File: config.mk
export PLATFORM = sky130hd
export DESIGN_NAME = itch_msg_dispatcher_flat
export DESIGN_NICKNAME = d
export VERILOG_FILES = /design/src/rtl/itch_pkg.sv /design/src/rtl/itch_msg_dispatcher_if.sv /design/src/rtl/itch_type_decode.sv /design/src/rtl/itch_msg_dispatcher.sv /design/src/flat_wrapper.sv
export SDC_FILE = /design/constraint.sdc
export NUM_CORES = 1
export LEC_CHECK = 0
export BUFFER_PORTS_ARGS = -buffer_cell sky130_fd_sc_hd__buf_2
export CAP_MARGIN = 40
export CORE_MARGIN = 2
export CORE_UTILIZATION = 50
export CTS_CLUSTER_DIAMETER = 30
export CTS_CLUSTER_SIZE = 28
export DETAILED_ROUTE_END_ITERATION = 6
export MAX_ROUTING_LAYER = met4
export PLACE_DENSITY = 0.71
export RECOVER_POWER = 25
export SYNTH_ARGS = -nofsm -noshare
export SYNTH_HDL_FRONTEND = slang
export SYNTH_SLANG_ARGS = --single-unit
File: constraint.sdc
create_clock -name clk -period 24.8 [get_ports clk]
set_input_delay 0 -clock clk [delete_from_list [all_inputs] [get_ports clk]]
set_output_delay 0 -clock clk [all_outputs]
set_load 0.03 [all_outputs]
File: src/rtl/itch_pkg.sv
// Shared constants and types for the ITCH message dispatcher.
// Latency: n/a (declarations only).
// Backpressure: n/a (declarations only).
package itch_pkg;

  localparam int NUM_TYPES       = 6;
  localparam int DEF_MIN_MSG_LEN = 9;

  // Type bytes of the messages that have a downstream parser.
  localparam logic [7:0] TYPE_A = 8'h41;
  localparam logic [7:0] TYPE_C = 8'h43;
  localparam logic [7:0] TYPE_E = 8'h45;
  localparam logic [7:0] TYPE_D = 8'h44;
  localparam logic [7:0] TYPE_U = 8'h55;
  localparam logic [7:0] TYPE_P = 8'h50;

  // Bit position of each type inside start_vec.
  localparam int IDX_A = 0;
  localparam int IDX_C = 1;
  localparam int IDX_E = 2;
  localparam int IDX_D = 3;
  localparam int IDX_U = 4;
  localparam int IDX_P = 5;

  typedef enum logic [1:0] {
    IDLE  = 2'd0,
    HDR   = 2'd1,
    BODY  = 2'd2,
    FLUSH = 2'd3
  } state_t;

endpackage

File: src/rtl/itch_msg_dispatcher_if.sv
// Stream bundle between the packet source, the dispatcher and the field parsers.
// Latency: n/a (wiring only).
// Backpressure: none; the source streams words qualified by data_valid.
interface itch_msg_dispatcher_if;
  import itch_pkg::*;

  logic [63:0]          data_in;
  logic                 data_valid;
  logic                 data_last;
  logic [63:0]          data_out;
  logic                 data_out_valid;
  logic [NUM_TYPES-1:0] start_vec;
  logic [7:0]           msg_type;
  logic [5:0]           tracker_out;
  logic                 len_err;
  logic                 trunc_err;
  logic                 busy;

  modport master (
    output data_in, data_valid, data_last,
    input  data_out, data_out_valid, start_vec, msg_type, tracker_out,
           len_err, trunc_err, busy
  );

  modport slave (
    input  data_in, data_valid, data_last,
    output data_out, data_out_valid, start_vec, msg_type, tracker_out,
           len_err, trunc_err, busy
  );

endinterface

File: src/rtl/itch_type_decode.sv
// Maps an ITCH type byte to its one-hot parser select plus a known flag.
// Latency: combinational.
// Backpressure: none.
module itch_type_decode
  import itch_pkg::*;
(
  input  logic [7:0]           typeByte,
  output logic [NUM_TYPES-1:0] oneHot,
  output logic                 known
);

  // Table lookup; anything not listed selects no parser.
  always_comb begin
    oneHot = '0;
    case (typeByte)
      TYPE_A:  oneHot[IDX_A] = 1'b1;
      TYPE_C:  oneHot[IDX_C] = 1'b1;
      TYPE_E:  oneHot[IDX_E] = 1'b1;
      TYPE_D:  oneHot[IDX_D] = 1'b1;
      TYPE_U:  oneHot[IDX_U] = 1'b1;
      TYPE_P:  oneHot[IDX_P] = 1'b1;
      default: oneHot = '0;
    endcase
    known = |oneHot;
  end

endmodule

File: src/rtl/itch_msg_dispatcher.sv
// Finds ITCH message boundaries in a 64-bit packet stream, decodes type, emits start level + bit offset.
// Latency: 1 cycle, data_in to data_out with start_vec/tracker_out aligned to the same word.
// Backpressure: none; all state advances only on data_valid. ITCH_DISPATCH_STATS_EN adds counters.
module itch_msg_dispatcher
  import itch_pkg::*;
#(
  parameter int MIN_MSG_LEN = DEF_MIN_MSG_LEN
) (
  input  logic                 clk,
  input  logic                 rst,
  itch_msg_dispatcher_if.slave bus
`ifdef ITCH_DISPATCH_STATS_EN
  ,
  output logic [31:0]          msg_cnt,
  output logic [31:0]          unknown_cnt,
  output logic [15:0]          err_cnt
`endif
);

  // Parse state carried between words.
  state_t               state;
  logic [2:0]           ptr;
  logic [1:0]           hdrCnt;
  logic [15:0]          rem;
  logic [7:0]           lenHold;
  // A type byte that landed on byte 7: its start shows with the next word.
  logic                 pendQ;
  logic [NUM_TYPES-1:0] pendVec;
  logic [7:0]           pendType;
  // Next word still carries payload of the message on start_vec.
  logic                 liveQ;

  // Output registers.
  logic [63:0]          dataOut;
  logic                 dataOutVld;
  logic [NUM_TYPES-1:0] startVec;
  logic [7:0]           msgType;
  logic [5:0]           tracker;
  logic                 lenErr;
  logic                 truncErr;

  // Per-word parse results.
  state_t               nState;
  logic [3:0]           nPtr;
  logic [1:0]           nHdrCnt;
  logic [15:0]          nRem;
  logic [7:0]           nLenHold;
  logic [15:0]          lenWord;
  logic [3:0]           avail;
  logic [7:0]           curByte;
  logic                 restNz;
  logic                 typeSeen;
  logic [7:0]           typeByte;
  logic                 startNow;
  logic [2:0]           startByte;
  logic                 pendNext;
  logic                 lenBad;
  logic                 truncNow;
  logic                 bodySeen;

  logic [NUM_TYPES-1:0] typeHot;
  logic                 typeKnown;

  itch_type_decode u_typeDecode (
    .typeByte (typeByte),
    .oneHot   (typeHot),
    .known    (typeKnown)
  );

  // Walk one word: finish the open body, then header bytes, then count the new body's first bytes.
  always_comb begin
    nState    = state;
    nPtr      = {1'b0, ptr};
    nHdrCnt   = hdrCnt;
    nRem      = rem;
    nLenHold  = lenHold;
    lenWord   = '0;
    avail     = '0;
    curByte   = '0;
    restNz    = 1'b0;
    typeSeen  = 1'b0;
    typeByte  = '0;
    startNow  = 1'b0;
    startByte = '0;
    pendNext  = 1'b0;
    lenBad    = 1'b0;
    truncNow  = 1'b0;
    bodySeen  = 1'b0;

    if (nState == IDLE) begin
      nState  = HDR;
      nPtr    = 4'd0;
      nHdrCnt = 2'd3;
    end

    if (nState == FLUSH) begin
      if (bus.data_last) nState = IDLE;
    end else begin
      if (nState == BODY) begin
        bodySeen = 1'b1;
        avail    = 4'd8 - nPtr;
        if (nRem > {12'd0, avail}) begin
          nRem = nRem - {12'd0, avail};
          nPtr = 4'd8;
        end else begin
          nPtr    = nPtr + nRem[3:0];
          nRem    = '0;
          nState  = HDR;
          nHdrCnt = 2'd3;
        end
      end

      // Anything non-zero after a message boundary in the last word is a real header, not padding.
      for (int i = 0; i < 8; i++) begin
        if (4'(i) >= nPtr && bus.data_in[8*i +: 8] != 8'h00) restNz = 1'b1;
      end

      if (bus.data_last && nState == HDR && nHdrCnt == 2'd3 && !restNz) begin
        nState = IDLE;
      end else begin
        for (int k = 0; k < 3; k++) begin
          if (nState == HDR && nHdrCnt != 2'd0 && nPtr < 4'd8) begin
            curByte = bus.data_in[{nPtr[2:0], 3'b000} +: 8];
            case (nHdrCnt)
              2'd3: begin
                nLenHold = curByte;
                nHdrCnt  = 2'd2;
              end
              2'd2: begin
                lenWord = {nLenHold, curByte};
                nHdrCnt = 2'd1;
                if (lenWord < 16'(MIN_MSG_LEN)) begin
                  lenBad = 1'b1;
                  nState = FLUSH;
                end else begin
                  nRem = lenWord - 16'd1;
                end
              end
              default: begin
                typeByte = curByte;
                typeSeen = 1'b1;
                nHdrCnt  = 2'd0;
                nState   = BODY;
              end
            endcase
            nPtr = nPtr + 4'd1;
          end
        end

        // Payload never fits in the header's word (length >= MIN_MSG_LEN), so just consume the tail.
        if (typeSeen) begin
          if (nPtr < 4'd8) begin
            startNow  = 1'b1;
            startByte = nPtr[2:0];
            avail     = 4'd8 - nPtr;
            nRem      = nRem - {12'd0, avail};
            nPtr      = 4'd8;
          end else begin
            pendNext = 1'b1;
          end
        end

        if (bus.data_last) begin
          truncNow = !lenBad;
          nState   = IDLE;
          pendNext = 1'b0;
        end
      end
    end

    if (nPtr == 4'd8) nPtr = 4'd0;
  end

  // Parse state advances only on valid words.
  always_ff @(posedge clk or posedge rst) begin
    if (rst) begin
      state    <= IDLE;
      ptr      <= '0;
      hdrCnt   <= '0;
      rem      <= '0;
      lenHold  <= '0;
      pendQ    <= 1'b0;
      pendVec  <= '0;
      pendType <= '0;
      liveQ    <= 1'b0;
    end else if (bus.data_valid) begin
      state   <= nState;
      ptr     <= nPtr[2:0];
      hdrCnt  <= nHdrCnt;
      rem     <= nRem;
      lenHold <= nLenHold;
      pendQ   <= pendNext;
      if (pendNext) begin
        pendVec  <= typeKnown ? typeHot : '0;
        pendType <= typeByte;
      end
      liveQ <= (nState == BODY) && !pendNext;
    end
  end

  // Output word plus the start/tracker view that goes with it; a new payload start wins over an ending one.
  always_ff @(posedge clk or posedge rst) begin
    if (rst) begin
      dataOut    <= '0;
      dataOutVld <= 1'b0;
      startVec   <= '0;
      msgType    <= '0;
      tracker    <= '0;
      lenErr     <= 1'b0;
      truncErr   <= 1'b0;
    end else if (bus.data_valid) begin
      dataOut    <= bus.data_in;
      dataOutVld <= 1'b1;
      lenErr     <= lenBad;
      truncErr   <= truncNow;
      if (startNow) begin
        startVec <= typeKnown ? typeHot : '0;
        tracker  <= {startByte, 3'b000};
        msgType  <= typeByte;
      end else if (pendQ) begin
        startVec <= pendVec;
        tracker  <= '0;
        msgType  <= pendType;
      end else if (!bodySeen) begin
        startVec <= '0;
      end
    end else begin
      dataOutVld <= 1'b0;
      lenErr     <= 1'b0;
      truncErr   <= 1'b0;
      if (!liveQ) startVec <= '0;
    end
  end

  assign bus.data_out       = dataOut;
  assign bus.data_out_valid = dataOutVld;
  assign bus.start_vec      = startVec;
  assign bus.msg_type       = msgType;
  assign bus.tracker_out    = tracker;
  assign bus.len_err        = lenErr;
  assign bus.trunc_err      = truncErr;
  assign bus.busy           = (state != IDLE);

`ifdef ITCH_DISPATCH_STATS_EN
  // Saturating message, unknown-type and error counters.
  always_ff @(posedge clk or posedge rst) begin
    if (rst) begin
      msg_cnt     <= '0;
      unknown_cnt <= '0;
      err_cnt     <= '0;
    end else if (bus.data_valid) begin
      if (typeSeen && msg_cnt != '1) msg_cnt <= msg_cnt + 32'd1;
      if (typeSeen && !typeKnown && unknown_cnt != '1) unknown_cnt <= unknown_cnt + 32'd1;
      if ((lenBad || truncNow) && err_cnt != '1) err_cnt <= err_cnt + 16'd1;
    end
  end
`endif

endmodule
File: src/flat_wrapper.sv
// flat-port wrapper written by rule: the top's interface ports become plain ports
module itch_msg_dispatcher_flat import itch_pkg::*;
#(
  parameter int MIN_MSG_LEN = DEF_MIN_MSG_LEN
)
  (clk, rst, bus_data_in, bus_data_valid, bus_data_last, bus_data_out, bus_data_out_valid, bus_start_vec, bus_msg_type, bus_tracker_out, bus_len_err, bus_trunc_err, bus_busy);
  itch_msg_dispatcher_if bus_i ();
  input  logic clk;
  input  logic rst;
  input wire logic [$bits(bus_i.data_in)-1:0] bus_data_in;
  input wire logic [$bits(bus_i.data_valid)-1:0] bus_data_valid;
  input wire logic [$bits(bus_i.data_last)-1:0] bus_data_last;
  output wire logic [$bits(bus_i.data_out)-1:0] bus_data_out;
  output wire logic [$bits(bus_i.data_out_valid)-1:0] bus_data_out_valid;
  output wire logic [$bits(bus_i.start_vec)-1:0] bus_start_vec;
  output wire logic [$bits(bus_i.msg_type)-1:0] bus_msg_type;
  output wire logic [$bits(bus_i.tracker_out)-1:0] bus_tracker_out;
  output wire logic [$bits(bus_i.len_err)-1:0] bus_len_err;
  output wire logic [$bits(bus_i.trunc_err)-1:0] bus_trunc_err;
  output wire logic [$bits(bus_i.busy)-1:0] bus_busy;
  assign bus_i.data_in = bus_data_in;
  assign bus_i.data_valid = bus_data_valid;
  assign bus_i.data_last = bus_data_last;
  assign bus_data_out = bus_i.data_out;
  assign bus_data_out_valid = bus_i.data_out_valid;
  assign bus_start_vec = bus_i.start_vec;
  assign bus_msg_type = bus_i.msg_type;
  assign bus_tracker_out = bus_i.tracker_out;
  assign bus_len_err = bus_i.len_err;
  assign bus_trunc_err = bus_i.trunc_err;
  assign bus_busy = bus_i.busy;
  itch_msg_dispatcher #(.MIN_MSG_LEN(MIN_MSG_LEN)) u_core (.clk(clk), .rst(rst), .bus(bus_i));
endmodule
==> flow_metrics.py, run 1 <==
metrics = {
    "floorplanning": {
        "die_h_um": 154,
        "core_um2": 22000,
        "die-area_um2": 23700,
        "num_io_pins": 156,
        "num_rows": 54,
        "die_width_um": 154,
        "initial_utilization_pct": 51.2,
    },
    "setup_path": {
        "path_class": "reg2reg",
        "critPathLaunchType": "flop",
        "crit_path_top_delay_cell": "ha_1",
        "timing.rr.start": "u_core.state[0]",
        "critPathMaxStageDelay_ns": 0.86,
        "crit_start": "u_core.state[0]",
        "critPathArrivalTime_ns": 10.76,
        "end_kind": "flop",
        "crit_top_cell": "inv_1",
        "worstPathMaxFanout": 24,
        "critPathRequiredTime_ns": 25.10,
    },
    "synthesis": {
        "ys_types": 101,
        "yosysSeqAreaShare_pct": 29.2,
        "yosysMostFrequentCell": "nand2_1",
        "synth-edff-count": 0,
        "yosys.area.top_type": "dfrtp_1",
        "syn_area_um2": 11200,
        "netlist_instances": 1254,
        "ys.flop_type": "dfrtp_1",
        "syn_avg_cell_area_um2": 8.96,
        "ys_ff_latch": 131,
        "synthArstFlopShare_pct": 100,
        "synthTopCellsByArea": "dfrtp_1 29%, mux2_2 7.8%, nand2_1 4.8%, mux4_2 3.6%, a21oi_1 3.1%",
        "yosys_warnings": 0,
        "yosysTopAreaCellShare_pct": 29.2,
        "ys_top_cells_by_count": "143 x nand2_1, 131 x dfrtp_1, 91 x nor2_1, 78 x mux2_2, 69 x a21oi_1",
    },
    "route": {
        "wire_per_inst_um": 23.9,
        "wirelength_um": 41400,
        "drc": 3,
        "drt_iter0_drc": 1442,
        "vias": 11500,
        "vias_per_cell": 6.62,
        "drtPass1Iterations": 7,
        "ant_nets": 0,
    },
    "power": {
        "peakVddDrop_mv": 0.144,
        "clkPwrFrac_pct": 11.0,
        "power_mw": 2.42,
        "leakage_nw": 5.67,
        "seqPwrFrac_pct": 13.6,
        "netSwitchingFraction_pct": 53.5,
        "internal_power_mw": 1.13,
        "powerDensity_nw_per_um2": 180,
        "combPwrFrac_pct": 75.4,
        "p_switching_mw": 1.30,
    },
    "placed_design": {
        "dpl_worst_slack_ns": 14.61,
        "place_inst": 1633,
        "io_buffers": 152,
        "dpl.hpwl_um": 29800,
        "routabilityCongestion": 1.03,
    },
    "cts": {
        "clockBufferDepth": 2,
        "post_cts_buffers": 0,
        "postCtsResizedCells": 0,
        "htreeDepth": 4,
        "cts.sinks": 131,
        "cts_tree": "yes",
        "cts.reportedPaths.clkPinSlew_ns": 0.07,
        "hold_buffers": 66,
        "clock_latency_ns": 0.42,
        "cts-root-buf": "clkbuf_16",
        "numCtsBuffers": 17,
    },
    "timing": {
        "period_needed_ns": 10.46,
        "fin_ws_ns": 14.34,
        "relSlewSlack_pct": -127,
        "period_share_pct": 42.2,
        "tightest_slew_ns": 3.38,
        "fin_setup_tns_ns": 0,
        "final_hold_viol_count": 0,
        "rsz0062_at_grt": "no",
        "clock_skew_ns": 0.0103,
        "final-setup-viol-count": 0,
        "fmax_mhz": 95.6,
        "drv_slew": 75,
    },
    "finish": {
        "drive_gt1_share_pct": 24.3,
        "fin_cells": 1730,
        "seqCellArea_um2": 3280,
        "nFillCells": 1897,
        "antennaDiodeCount": 0,
        "area.growth.synth_to_final_pct": 19.8,
        "nNetsFinal": 1530,
        "multi_input_area_um2": 7480,
    },
    "grt": {
        "grt_max_degree": 75,
        "grt_pass1_vias": 11200,
        "grt-ovfl-total": 0,
        "antenna_found_initial": 0,
        "grt_use_total_pct": 36.1,
        "grt_pass1_wl_um": 65100,
    },
    "worst_hold_path": {
        "min_from": "bus_data_in[28]",
        "hold_class": "in2reg",
    },
    "outcome": {
        "outcome": "finished, violations left",
        "failed_checks": "DRC, capacitance limit, slew limit",
    },
    "job": {
        "drv_cap": 1,
    },
}
logic make-up after synthesis:
group           Yosys count  share of synthesized area (%)
compound gates          369                           24.3
other cells               1                         0.0334
xor+xnor                 54                           4.38
flops                   131                           29.2
simple gates            431                           19.8
buf+inv                 113                           4.58
fa+ha+maj                24                           2.87
mux                     131                           14.9
stage by stage:
| stage | instance area [um^2] | utilization [%] | hold WS [ns] |
|---|---|---|---|
| detailed placement | 12200 | 55.6 | 0.173 |
| global route | 13500 | 61.3 | 0.0502 |
| finish | 13500 | 61.3 | 0.0875 |
| global placement | 12200 | 55.4 | 0.166 |
| CTS | 13500 | 61.4 | 0.0389 |
| floorplan | 11200 | - | 0.0314 |
worst max-delay path, delay by kind of cell (launching register included):
kind | cells | cell delay, ns
and+or+nand+nor | 7 | 1.71
muxes | 1 | 0.55
buffers and inverters | 7 | 1.36
adders and majority gates | 6 | 2.52
AOI/OAI and AO/OA | 12 | 3.36
DFF | 1 | 0.66
xor gates and xnor gates | 1 | 0.18
path summary, 6_finish.rpt:
kind | to | slack (ns) | cells after the start
min in group asynchronous | u_core.bus.data_out[10] | 1.12 | 3
max | u_core.rem[15] | 14.34 | 34
max in group asynchronous | u_core.pendVec[2] | 21.82 | 4
min | u_core.bus.data_out[28] | 0.09 | 2
min reg2reg | u_core.pendType[0] | 0.48 | 2
max reg2reg | u_core.rem[15] | 14.34 | 34
power by group through the flow:
stage,registers (mW),logic (mW),clock network (mW)
global route,0.337,1.96,0.279
CTS,0.327,1.78,0.269
detailed placement,0.330,1.77,0
global placement,0.327,1.74,0
floorplan,0.350,1.31,0
finish,0.328,1.83,0.268
cell usage in the layout (no fill, tap or decap), types with 26 or more instances in the layout:
master / count
nor4_1: 29
xnor2_1: 30
nor2_1: 91
nand3_1: 26
inv_1: 29
dlygate4sd3_1: 66
mux2i_1: 32
nand2_1: 143
a21oi_1: 67
o21ai_0: 61
buf_2: 141
a211oi_1: 32
mux2_2: 78
dfrtp_1: 131
per-layer routing:
layer | GRT usage, % | vias to the layer above | wire length [um]
li1 | - | 5122 | -
met1 | 47.5 | 5480 | 16900
met2 | 55.9 | 720 | 19000
met3 | 5.67 | 138 | 3660
met4 | 15.1 | 0 | 1780
met5 | - | - | 0
sequential cells by signal, summed over array words and instances (netlist names):
name	flops
u_core.pendVec	6
u_core.bus.len_err	1
u_core.lenHold	8
u_core.bus.data_out	64
u_core.bus.tracker_out	3
u_core.bus.msg_type	8
u_core.bus.trunc_err	1
u_core.bus.start_vec	6
u_core.rem	16
u_core.pendType	8
u_core.liveQ	1
u_core.state	2
u_core.ptr	3
u_core.pendQ	1
u_core.bus.data_out_valid	1
u_core.hdrCnt	2
cell type report:
class,count,area share [%]
Clock buffer,18,3.19
Clock inverter,13,1.30
Inverter,33,0.930
Multi-Input combinational cell,1012,55.6
Sequential cell,131,24.4
Tap cell,280,2.60
Timing Repair Buffer,243,12.0
(Power assumes the default switching activity.)
==> run 2: changes to the inputs <==
==> constraint.sdc (replaced) <==
create_clock -name clk -period 9.7 [get_ports clk]
set_input_delay 0 -clock clk [delete_from_list [all_inputs] [get_ports clk]]
set_output_delay 0 -clock clk [all_outputs]
set_load 0.03 [all_outputs]
==> run 2 against run 1 <==
Clock skew rose by 0.0014 ns; the flow still finishes with violations (DRC, capacitance limit, slew limit); clock-buffer cell count rose by 1; critical path depth fell by 3; largest power group unchanged; die area did not move; global-route usage fell by 0.36 points; worst hold slack improved by 0.32 ns; design area rose by 0.40%; critical path type unchanged; via count rose by 0.78%; setup slack got worse by 14 ns.
==> flow_metrics.py, run 2 (synthesized netlist as in run 1, its figures left out) <==
metrics = {
    "job": {
        "drv_cap": 1,
    },
    "power": {
        "seqPwrFrac_pct": 13.5,
        "p_switching_mw": 3.31,
        "netSwitchingFraction_pct": 53.2,
        "internal_power_mw": 2.91,
        "leakage_nw": 5.68,
        "clkPwrFrac_pct": 10.9,
        "peakVddDrop_mv": 0.265,
        "powerDensity_nw_per_um2": 461,
        "combPwrFrac_pct": 75.6,
    },
    "placed_design": {
        "dpl.hpwl_um": 29800,
        "routabilityCongestion": 1.05,
        "io_buffers": 152,
        "dpl-instance-area_um2": 12300,
    },
    "finish": {
        "multi_input_area_um2": 7490,
        "nFillCells": 1814,
        "largest_reg_flops": 64,
        "fin_util_pct": 61.5,
        "nNetsFinal": 1539,
        "drive_gt1_share_pct": 24.2,
        "seqCellArea_um2": 3280,
        "antennaDiodeCount": 0,
        "final_common_cell": "nand2_1",
        "final_cell_mix": "143 x nand2_1, 131 x buf_2, 131 x dfrtp_1",
        "design_area_um2": 13500,
        "area.growth.synth_to_final_pct": 20.2,
    },
    "route": {
        "wirelength_um": 41000,
        "wire_per_inst_um": 23.6,
        "drt_iter0_drc": 1512,
        "drtPass1Iterations": 7,
        "drc": 46,
        "vias_per_cell": 6.64,
        "vias": 11500,
        "ant_nets": 0,
    },
    "setup_path": {
        "end_kind": "flop",
        "critPathMaxStageDelay_ns": 0.91,
        "path_class": "reg2reg",
        "regToRegSetupSlack_ns": 0.66,
        "critPathRequiredTime_ns": 10.00,
        "critPathLaunchType": "flop",
        "worstPathMaxFanout": 32,
        "crit_path_top_delay_cell": "a221oi_1",
        "critPathArrivalTime_ns": 9.34,
    },
    "floorplanning": {
        "die-area_um2": 23700,
        "die_h_um": 154,
        "core_um2": 22000,
        "num_io_pins": 156,
        "num_rows": 54,
        "die_width_um": 154,
        "initial_utilization_pct": 51.2,
    },
    "timing": {
        "period_share_pct": 93.2,
        "tightest_slew_ns": 2.97,
        "clock_skew_ns": 0.0117,
        "final_hold_viol_count": 0,
        "fmax_mhz": 111,
        "fin_setup_tns_ns": 0,
        "drv_slew": 66,
        "rsz0062_at_grt": "no",
        "final-setup-viol-count": 0,
        "relSlewSlack_pct": -99.2,
        "period_needed_ns": 9.04,
    },
    "grt": {
        "grt_use_total_pct": 35.7,
        "grt_pass1_vias": 11200,
        "grt_max_degree": 72,
        "antenna_found_initial": 0,
        "grt_pass1_wl_um": 64200,
        "grt-ovfl-total": 0,
    },
    "cts": {
        "cts-root-buf": "clkbuf_16",
        "cts.sinks": 131,
        "htreeDepth": 4,
        "clockBufferDepth": 2,
        "cts.reportedPaths.clkPinSlew_ns": 0.06,
        "clock_latency_ns": 0.43,
        "numCtsBuffers": 17,
        "cts_tree": "yes",
    },
    "outcome": {
        "failed_checks": "DRC, capacitance limit, slew limit",
        "outcome": "finished, violations left",
    },
    "worst_hold_path": {
        "hold_class": "in2reg",
    },
}
==> run 2: changes by cell type in the layout (fill, tap and decap cells not counted), sizes merged <==
| cell | delta |
|---|---|
| clkinv | +2 |
| buf | -1 |
| dlygate4sd3 | +1 |
| clkbuf | +10 |
| clkinvlp | -2 |
==> run 2: final cells by class <==
cell class | count | area share [%]
clock buffer | 19 | 3.21
clock inverter | 13 | 1.29
inverter | 33 | 0.927
multi-input combinational | 1012 | 55.5
sequential | 131 | 24.3
tap | 280 | 2.59
timing repair buffer | 252 | 12.2
==> run 2: per-stage QoR <==
step           total power [mW]  worst slack (ns)  std cells  hold WS, ns
2_1_floorplan              4.25             0.498       1256       0.0314
5_1_grt                    6.63            0.0244       1740        0.408
6_report                   6.22             0.661       1740        0.411
4_1_cts                    6.09             0.688       1740        0.233
3_3_place_gp               5.30              1.02       1639        0.132
3_5_place_dp               5.36             0.739       1641        0.136
==> run 2: worst paths after layout <==
| check | from | to | cells after the start |
|---|---|---|---|
| max | u_core.state[1] | u_core.rem[15] | 31 |
| min | bus_data_in[47] | u_core.bus.data_out[47] | 3 |
| max reg2reg | u_core.state[1] | u_core.rem[15] | 31 |
| min reg2reg | u_core.liveQ | u_core.liveQ | 2 |
| max in group asynchronous | rst | u_core.pendType[5] | 4 |
| min in group asynchronous | rst | u_core.bus.data_out[20] | 3 |
==> run 2: what timing repair did <==
action                                  in CTS  in global routing
endpoints found under the setup margin       0                  3
resized for setup                            0                  2
endpoints found under the hold margin      140                  0
buffers inserted                             0                  0
hold buffers                                67                  0
==> run 2: routing by layer <==
| layer | up-vias | global-route usage, % | part of all wire (%) |
|---|---|---|---|
| met5 | - | - | 0 |
| met4 | 0 | 17.0 | 5.3 |
| met3 | 152 | 9.02 | 10 |
| met2 | 723 | 54.0 | 45 |
| met1 | 5529 | 45.1 | 39 |
| li1 | 5145 | - | - |
==> run 2: critical path: cells and delay by family (launching register included) <==
| kind | cells | cell delay, ns |
|---|---|---|
| DFF | 1 | 0.61 |
| buffers and inverters | 6 | 1.22 |
| muxes | 2 | 0.49 |
| xor gates and xnor gates | 1 | 0.18 |
| adders and majority gates | 5 | 1.60 |
| and+or+nand+nor | 7 | 1.67 |
| AOI/OAI and AO/OA | 10 | 3.11 |
==> run 2: power groups by stage <==
stage / registers [mW] / clock network [mW] / logic (mW)
final: 0.837 / 0.681 / 4.70
after global routing: 0.858 / 0.714 / 5.06
after CTS: 0.833 / 0.685 / 4.57
after detailed placement: 0.841 / 0 / 4.52
after global placement: 0.836 / 0 / 4.46
after floorplan: 0.895 / 0 / 3.36
==> run 3: changes to the inputs <==
--- a/config.mk
+++ b/config.mk
@@ -13,7 +13,7 @@
 export CTS_CLUSTER_SIZE = 28
 export DETAILED_ROUTE_END_ITERATION = 6
 export MAX_ROUTING_LAYER = met4
-export PLACE_DENSITY = 0.71
+export PLACE_DENSITY = 0.69
 export RECOVER_POWER = 25
 export SYNTH_ARGS = -nofsm -noshare
 export SYNTH_HDL_FRONTEND = slang
==> run 3 against run 2 <==
The flow finishes with violations (capacitance limit, slew limit); via count grew 0.97%; highest routed layer unchanged; clock skew increased by 0.0013 ns; fmax down 1.4%; register-to-register slack worse by 0.13 ns.
==> flow_metrics.py, run 3 (synthesized netlist as in run 1, its figures left out) <==
metrics = {
    "setup_path": {
        "critPathLaunchType": "flop",
        "critPathMaxStageDelay_ns": 0.64,
        "crit_family": "compound AO/OA/AOI/OAI gates",
        "timing.rr.start": "u_core.state[1]",
        "cp.depth": 33,
        "critPathRequiredTime_ns": 10.01,
        "crit_end": "u_core.rem[15]",
        "crit_path_top_delay_cell": "dfrtp_1",
        "r2r-end": "u_core.rem[15]",
        "crit_start": "u_core.state[1]",
        "crit_buf_inv": 6,
        "end_kind": "flop",
        "worstRegToRegCells": 33,
        "regToRegSetupSlack_ns": 0.54,
        "crit_top_cell": "inv_1",
        "critPathArrivalTime_ns": 9.47,
        "worstPathMaxFanout": 16,
        "path_class": "reg2reg",
    },
    "finish": {
        "final_common_cell": "buf_2",
        "design_area_um2": 13500,
        "nFillCells": 1870,
        "drive_gt1_share_pct": 25.6,
        "final_cell_mix": "145 x buf_2, 143 x nand2_1, 131 x dfrtp_1",
        "largest_reg_flops": 64,
        "nNetsFinal": 1545,
        "area.growth.synth_to_final_pct": 20.5,
    },
    "floorplanning": {
        "die-area_um2": 23700,
        "initial_utilization_pct": 51.2,
        "die_width_um": 154,
        "num_rows": 54,
        "core_um2": 22000,
        "num_io_pins": 156,
        "die_h_um": 154,
    },
    "timing": {
        "relSlewSlack_pct": -96.5,
        "final_hold_viol_count": 0,
        "period_share_pct": 94.5,
        "final-setup-viol-count": 0,
        "fin_ws_ns": 0.535,
        "fmax_mhz": 109,
        "drv_slew": 69,
        "clock_skew_ns": 0.0130,
        "fin_setup_tns_ns": 0,
        "tightest_slew_ns": 2.93,
        "period_needed_ns": 9.16,
    },
    "route": {
        "wirelength_um": 42600,
        "ant_nets": 0,
        "vias_per_cell": 6.67,
        "wire_per_inst_um": 24.4,
        "drc": 0,
        "drtPass1Iterations": 7,
        "vias": 11700,
        "drt_iter0_drc": 1543,
    },
    "cts": {
        "cts.sinks": 131,
        "clockBufferDepth": 2,
        "post_cts_buffers": 0,
        "numCtsBuffers": 17,
        "clock_latency_ns": 0.44,
        "cts_tree": "yes",
        "cts-root-buf": "clkbuf_16",
        "cts.reportedPaths.clkPinSlew_ns": 0.07,
        "htreeDepth": 4,
    },
    "grt": {
        "grt_max_degree": 71,
        "grt-ovfl-total": 0,
        "grt_use_total_pct": 36.7,
        "antenna_found_initial": 1,
        "grt_pass1_wl_um": 65200,
        "grt_pass1_vias": 10900,
    },
    "worst_hold_path": {
        "hold_class": "in2reg",
    },
    "outcome": {
        "outcome": "finished, violations left",
        "failed_checks": "capacitance limit, slew limit",
    },
    "job": {
        "drv_cap": 1,
    },
    "placed_design": {
        "dpl-instance-area_um2": 12300,
        "dpl.hpwl_um": 30900,
        "io_buffers": 152,
        "dpl_worst_slack_ns": 0.722,
        "routabilityCongestion": 1.05,
    },
}
run 3: cell count changes in the layout (fill, tap and decap cells not counted), moves of 2 or more:
cell,previous run,this run
clkinvlp_4,2,4
buf_2,131,145
bufinv_16,3,0
clkbuf_1,24,9
buf_4,31,37
run 3: cell type report:
class                           instances  area [um^2]  area share [%]
Sequential cell                       131         3280            24.2
Timing Repair Buffer                  258         1730            12.8
Tap cell                              280          350            2.59
Antenna cell                            1         2.50          0.0185
Multi-Input combinational cell       1012         7490            55.4
Inverter                               33          125           0.925
Clock buffer                           18          439            3.25
Clock inverter                         14          116           0.860
run 3: how the worst min path moves through the flow:
stage,from,endpoint,slack [ns],cells past startpoint
final,bus_data_in[28],u_core.bus.data_out[28],0.02,2
after global routing,bus_data_in[28],u_core.bus.data_out[28],0.02,2
after floorplan,bus_data_valid,u_core.bus.data_out_valid,0.03,0
after CTS,bus_data_in[28],u_core.bus.data_out[28],0.02,2
after global placement,rst,u_core.bus.data_out[20],0.12,2
after detailed placement,rst,u_core.bus.data_out[26],0.11,2
run 3: repair_timing:
item / 4_1_cts / 5_1_grt
hold endpoints to repair: 143 / 0
endpoints found under the setup margin: 0 / 1
hold buffers: 66 / 0
gates resized for setup: 0 / 3
run 3: routing by layer:
layer | global-route usage, % | up-vias | share of wire [%]
met5 | - | - | 0
met4 | 15.9 | 0 | 4.7
met3 | 7.33 | 148 | 9.5
met2 | 55.6 | 750 | 45
met1 | 48.2 | 5590 | 41
li1 | - | 5173 | -
run 3: worst register-to-register path: cells and delay by family, from the launching register on:
kind / cells / cell delay [ns]
flops: 1 / 0.64
simple gates: 7 / 1.71
xor+xnor: 2 / 0.57
mux: 1 / 0.56
compound gates: 11 / 2.40
buf+inv: 6 / 1.01
fa+ha+maj: 6 / 2.16
run 3: stage by stage:
| step | hold slack (ns) | std cells | util [%] |
|---|---|---|---|
| 6_report | 0.0246 | 1747 | 61.6 |
| 4_1_cts | 0.0166 | 1746 | 61.6 |
| 3_3_place_gp | 0.116 | 1644 | 55.9 |
| 2_1_floorplan | 0.0314 | 1256 | - |
| 5_1_grt | 0.0160 | 1747 | 61.6 |
| 3_5_place_dp | 0.113 | 1648 | 56.1 |
Power of run 3 is left out: the tool's default activity adds up to more than one toggle a clock period on the data nets, which glitch-free logic cannot reach.
